$ cat src/rtl/cae_pkg.sv
// Shared types and sizing helpers for the CAE row-convolution datapath.
package cae_pkg;

  typedef enum logic [1:0] {
    IDLE  = 2'd0,
    COMP  = 2'd1,
    DRAIN = 2'd2
  } state_t;

  localparam logic MODE_SLIDE = 1'b0;
  localparam logic MODE_BLOCK = 1'b1;

  // Number of stride-1 windows of width k that fit in a row.
  function automatic int unsigned num_windows(input int unsigned row_len, input int unsigned k);
    return row_len - k + 1;
  endfunction

  // Number of stride-k chunks covering a row; the last one may be partial.
  function automatic int unsigned num_chunks(input int unsigned row_len, input int unsigned k);
    return (row_len + k - 1) / k;
  endfunction

endpackage

$ cat src/rtl/pe_dot_k.sv
// Combinational K-tap signed multiply-add, full-precision products.
module pe_dot_k #(
  parameter int unsigned DATA_WIDTH = 8,
  parameter int unsigned KERNEL     = 3,
  parameter int unsigned ACC_WIDTH  = 21
) (
  input  logic [KERNEL*DATA_WIDTH-1:0] data,
  input  logic [KERNEL*DATA_WIDTH-1:0] weight,
  output logic signed [ACC_WIDTH-1:0]  dot_c
);

  localparam int unsigned PROD_W = 2 * DATA_WIDTH;

  logic signed [PROD_W-1:0] prod_c [KERNEL];

  // Per-tap products, operands sign-extended before multiplying.
  always_comb begin
    for (int k = 0; k < int'(KERNEL); k++) begin
      prod_c[k] = PROD_W'($signed(data[k*DATA_WIDTH +: DATA_WIDTH])) *
                  PROD_W'($signed(weight[k*DATA_WIDTH +: DATA_WIDTH]));
    end
  end

  // Sign-extend each product to the accumulator width and sum.
  always_comb begin
    dot_c = '0;
    for (int k = 0; k < int'(KERNEL); k++) begin
      dot_c = dot_c + ACC_WIDTH'(prod_c[k]);
    end
  end

endmodule

$ cat src/rtl/conv_row_pe.sv
// Row-convolution PE: sliding K-tap conv (mode 0) or blocked dot product (mode 1).
module conv_row_pe
  import cae_pkg::*;
#(
  parameter int unsigned DATA_WIDTH = 8,
  parameter int unsigned ROW_LEN    = 28,
  parameter int unsigned KERNEL     = 3,
  parameter int unsigned ACC_WIDTH  = 2 * DATA_WIDTH + $clog2(ROW_LEN)
) (
  input  logic                          clk,
  input  logic                          rst,
  input  logic                          mode,
  input  logic                          in_valid,
  output logic                          in_ready,
  input  logic [ROW_LEN*DATA_WIDTH-1:0] data_in,
  input  logic [ROW_LEN*DATA_WIDTH-1:0] weight_in,
  output logic                          out_valid,
  input  logic                          out_ready,
  output logic signed [ACC_WIDTH-1:0]   out_data,
  output logic [$clog2(ROW_LEN)-1:0]    out_idx,
  output logic                          out_last,
  output logic                          busy
);

  localparam int unsigned IDX_W   = $clog2(ROW_LEN);
  localparam int unsigned NW      = num_windows(ROW_LEN, KERNEL);
  localparam int unsigned NCH     = num_chunks(ROW_LEN, KERNEL);
  localparam int unsigned ROW_W   = ROW_LEN * DATA_WIDTH;
  localparam int unsigned PAD_W   = NCH * KERNEL * DATA_WIDTH;
  localparam int unsigned WIN_W   = KERNEL * DATA_WIDTH;
  localparam int unsigned BASE_W  = $clog2(PAD_W);
  localparam logic [IDX_W-1:0] LAST_WIN   = IDX_W'(NW - 1);
  localparam logic [IDX_W-1:0] LAST_CHUNK = IDX_W'(NCH - 1);

  if (ROW_LEN < KERNEL || KERNEL == 0 || ROW_LEN < 2) begin : g_param_check
    $error("conv_row_pe: ROW_LEN must be >= KERNEL >= 1 and ROW_LEN >= 2");
  end

  state_t                       state;
  logic                         mode_q;
  logic [ROW_W-1:0]             data_q;
  logic [ROW_W-1:0]             weight_q;
  logic [IDX_W-1:0]             idx_q;
  logic signed [ACC_WIDTH-1:0]  acc_q;
  logic [PAD_W-1:0]             data_pad_c;
  logic [PAD_W-1:0]             weight_pad_c;
  logic [BASE_W-1:0]            base_c;
  logic [WIN_W-1:0]             win_data_c;
  logic [WIN_W-1:0]             win_weight_c;
  logic signed [ACC_WIDTH-1:0]  dot_c;
  logic                         capture_c;
  logic                         advance_c;

  assign capture_c = in_valid && in_ready;
  assign advance_c = !out_valid || out_ready;

  // Zero-extend the latched rows so the last blocked chunk reads zeros past ROW_LEN.
  always_comb begin
    data_pad_c               = '0;
    weight_pad_c             = '0;
    data_pad_c[ROW_W-1:0]    = data_q;
    weight_pad_c[ROW_W-1:0]  = weight_q;
  end

  // Window/chunk select: stride 1 over data with fixed taps, or stride K over both rows.
  always_comb begin
    base_c = (mode_q == MODE_SLIDE) ? BASE_W'(idx_q) * BASE_W'(DATA_WIDTH)
                                    : BASE_W'(idx_q) * BASE_W'(WIN_W);
    win_data_c   = data_pad_c[base_c +: WIN_W];
    win_weight_c = (mode_q == MODE_SLIDE) ? weight_pad_c[WIN_W-1:0]
                                          : weight_pad_c[base_c +: WIN_W];
  end

  pe_dot_k #(
    .DATA_WIDTH (DATA_WIDTH),
    .KERNEL     (KERNEL),
    .ACC_WIDTH  (ACC_WIDTH)
  ) u_dot (
    .data   (win_data_c),
    .weight (win_weight_c),
    .dot_c  (dot_c)
  );

  // Row capture; contents are meaningless until the first accepted job.
  always_ff @(posedge clk) begin
    if (capture_c) begin
      data_q   <= data_in;
      weight_q <= weight_in;
    end
  end

  // Job control FSM with registered handshake and result outputs.
  always_ff @(posedge clk or posedge rst) begin
    if (rst) begin
      state     <= IDLE;
      mode_q    <= MODE_SLIDE;
      idx_q     <= '0;
      acc_q     <= '0;
      in_ready  <= 1'b1;
      out_valid <= 1'b0;
      out_data  <= '0;
      out_idx   <= '0;
      out_last  <= 1'b0;
      busy      <= 1'b0;
    end else begin
      case (state)
        IDLE: begin
          if (capture_c) begin
            mode_q   <= mode;
            idx_q    <= '0;
            acc_q    <= '0;
            in_ready <= 1'b0;
            busy     <= 1'b1;
            state    <= COMP;
          end
        end
        COMP: begin
          if (mode_q == MODE_SLIDE) begin
            if (advance_c) begin
              out_valid <= 1'b1;
              out_data  <= dot_c;
              out_idx   <= idx_q;
              out_last  <= (idx_q == LAST_WIN);
              if (idx_q == LAST_WIN) begin
                state <= DRAIN;
              end else begin
                idx_q <= idx_q + IDX_W'(1);
              end
            end
          end else begin
            if (idx_q == LAST_CHUNK) begin
              out_valid <= 1'b1;
              out_data  <= acc_q + dot_c;
              out_idx   <= '0;
              out_last  <= 1'b1;
              state     <= DRAIN;
            end else begin
              acc_q <= acc_q + dot_c;
              idx_q <= idx_q + IDX_W'(1);
            end
          end
        end
        DRAIN: begin
          if (out_ready) begin
            out_valid <= 1'b0;
            out_last  <= 1'b0;
            in_ready  <= 1'b1;
            busy      <= 1'b0;
            state     <= IDLE;
          end
        end
        default: state <= IDLE;
      endcase
    end
  end

endmodule

$ cat config.mk
export PLATFORM = sky130hd
export DESIGN_NAME = conv_row_pe
export DESIGN_NICKNAME = d
export VERILOG_FILES = /design/src/rtl/cae_pkg.sv /design/src/rtl/pe_dot_k.sv /design/src/rtl/conv_row_pe.sv
export SDC_FILE = /design/constraint.sdc
export NUM_CORES = 2
export LEC_CHECK = 0
export CORE_AREA = 3 3 246 248
export DETAILED_ROUTE_END_ITERATION = 8
export DIE_AREA = 0 0 249 251
export PLACE_DENSITY_LB_ADDON = 0.12
export SLEW_MARGIN = 25
export SYNTH_ARGS = -nofsm -noshare
export SYNTH_HDL_FRONTEND = slang
export SYNTH_SLANG_ARGS = --single-unit
$ cat constraint.sdc
create_clock -name clk -period 16.17 [get_ports clk]
set_clock_uncertainty 0.1 [all_clocks]
set_input_delay 1.617 -clock clk [delete_from_list [all_inputs] [get_ports clk]]
set_output_delay 1.617 -clock clk [all_outputs]
set_load 0.01 [all_outputs]
==> metrics <==
Seq cells post-synth 507; most used cell, CP fa_1; Slowest-stage cell, CP dfrtp_4; crit-path max FO 67; CTS tree yes; Placer Congestion 0.967; # setup viols final 0; via count 25611; CP Capture Type register; drt wl/cell 27.6 µm; fraction of the cycle the final worst path needs 0.801; RSZ-0062 raised after global routing false; minimum clock period 12950 ps; TritonCTS Sinks 507; Routed Antenna Nets 0; Die Wd 249 µm; Synth Instances 2714; Fin. Hold Viols 0; final slew viol count 0; drt first pass iters 6; Clk Latency, worst-skew pair 640 ps; DR vias/cell 6.47; Clock Tree Root clkbuf_16; clk buf depth 3; CP delay by family, top adder cells; port bufs 482; synthesized cell area 35700 µm²; TritonCTS buffer count 53; All-Layer GR Usage 0.352; CP Launch Type register; Worst-Margin Slew 1100 ps; vias in the first global route 26313; max-cap viol count 0; sequential cell area fraction in the yosys report 0.418; WP buf/inv 7; cell type with the largest total area after synthesis edfxtp_1; Critical Path Source idx_q[0]; setup TNS 0 ps; H-tree depth 2; Starting Density 0.609; Worst Hold Launch out_data[2]; Layout area overhead 20.3%; syn_nets 3501; fmax 77.2 MHz; reg-to-reg startpoint idx_q[0]; Area contributors post-synth edfxtp_1 (38%), mux4_2 (16%), fa_1 (13%), dfrtp_1 (4.1%), ha_1 (3.4%); Crit Path Category register to register; Ports 483; largest net degree at the start of global routing 194; GR Overflow Total 0; Clock transition at path regs 60 ps; Slew headroom 0.260; HPWL Detailed 84500 µm; Min-Delay Path Class register to register; Syn Area/Cell 13.2 µm²; core region area 58700 µm²; DRC errors left 0; Routed WL 109000 µm; Post-CTS Hold Buffers 0; top_reg_cell synth edfxtp_1; Die ar. 62500 µm²; CP required 16580 ps; PostCTS Resize Cnt 0; postcts setup bufs 0; status complete, no violations; first-pass GRT wire length 164000 µm; row cnt 89; CP Data Arrival Time 13360 ps; Die H 251 µm; fraction of layout cells with a size suffix above 1 0.138; Post-synth EDFFs 448; fin nets 3917; Ys Warns 0; Synth top area share 0.377; post-synthesis cell type count 66; initial antenna violation count 25; asr flop ratio synth 0.116; CP peak stage delay 1040 ps; Initial DRC Count 3273
-- routing by layer --
| metal | global-route usage | up-vias | wire length, µm |
|---|---|---|---|
| met5 | 0 | - | 89 |
| met4 | 0.163 | 12 | 5610 |
| met3 | 0.0818 | 280 | 12100 |
| met2 | 0.562 | 1707 | 52600 |
| met1 | 0.465 | 12842 | 39000 |
| li1 | - | 10770 | - |
-- cells by family (layout without fill, tap and decap cells) --
group                      after synthesis  in the layout  share of synthesized area
muxes                                  353            353                      0.193
adders and majority gates              334            334                      0.167
and+or+nand+nor                        642            642                     0.0824
xor gates and xnor gates                52             52                     0.0130
AOI/OAI and AO/OA                      386            386                     0.0733
other                                    0             16                          0
DFF                                    507            507                      0.418
buffers and inverters                  440            897                     0.0534
-- flip-flops by register name, summed over array words and instances (netlist names) --
signal / cells
data_q: 224
weight_q: 224
acc_q: 21
out_data: 21
idx_q: 5
out_idx: 5
state: 2
busy: 1
in_ready: 1
mode_q: 1
out_last: 1
out_valid: 1
-- worst register-to-register path: cells and delay by family (launching register included) --
| family | cells | cell delay, ps |
|---|---|---|
| AO/OA/AOI/OAI | 11 | 3690 |
| buffers and inverters | 7 | 950 |
| XOR/XNOR | 3 | 630 |
| flip-flops | 1 | 1040 |
| adder cells (fa/ha/maj) | 11 | 5370 |
| AND/OR/NAND/NOR | 5 | 1050 |
-- worst paths after layout --
check / slack (ps) / endpoint / depth (start not counted)
setup / recovery: 3220 / out_data[20] / 37
hold / removal: 380 / out_data[2] / 2
setup reg to reg: 3220 / out_data[20] / 37
hold reg to reg: 380 / out_data[2] / 2
max in group asynchronous: 13910 / idx_q[0] / 3
min in group asynchronous: 1450 / out_data[15] / 3
-- stage by stage --
| stage | std cells | worst slack [ps] | utilization | hold slack [ps] | area (µm²) |
|---|---|---|---|---|---|
| final | 3960 | 3220 | 0.732 | 378 | 43000 |
| after global routing | 3959 | 2500 | 0.732 | 410 | 43000 |
| after CTS | 3943 | 3310 | 0.731 | 383 | 42900 |
| after detailed placement | 3847 | 3340 | 0.699 | 369 | 41000 |
| after global placement | 3847 | 3700 | 0.699 | 365 | 41000 |
| after floorplan | 2714 | 4910 | - | 374 | 35700 |
-- placed cells by master, fill, tap and decap left out, drive strengths merged, types with 87 or more instances in the layout --
master / Yosys / layout
a21oi: 124 / 124
clkdlybuf4s50: 0 / 482
edfxtp: 448 / 448
fa: 237 / 237
ha: 97 / 97
inv: 287 / 292
mux2i: 87 / 87
mux4: 266 / 266
nand2: 284 / 284
nor2: 122 / 122
o21ai: 91 / 91
-- Yosys cell counts, drive strengths merged (8+ instances only) --
cell type	number
a2111oi	8
a211oi	34
a21o	11
a21oi	124
a221o	8
a31oi	19
and2	17
and3	16
buf	111
clkbuf	42
dfrtp	58
edfxtp	448
fa	237
ha	97
inv	287
mux2i	87
mux4	266
nand2	284
nand2b	45
nand3	38
nor2	122
nor2b	54
nor3	23
o211ai	12
o21ai	91
o221ai	14
o311ai	10
o31ai	19
or2	35
xnor2	35
xor2	17
-- cell type report --
| cell class | instances | area [µm²] |
|---|---|---|
| Multi-Input combinational cell | 1767 | 19000 |
| Fill cell | 3754 | 15700 |
| Sequential cell | 507 | 14900 |
| Timing Repair Buffer | 514 | 5150 |
| Clock buffer | 65 | 1450 |
| Inverter | 287 | 1080 |
| Tap cell | 773 | 967 |
| Clock inverter | 31 | 400 |
| Antenna cell | 16 | 40.0 |
Power is left out: the tool's default activity adds up to more than one toggle a clock period on the data nets, which glitch-free logic cannot reach.
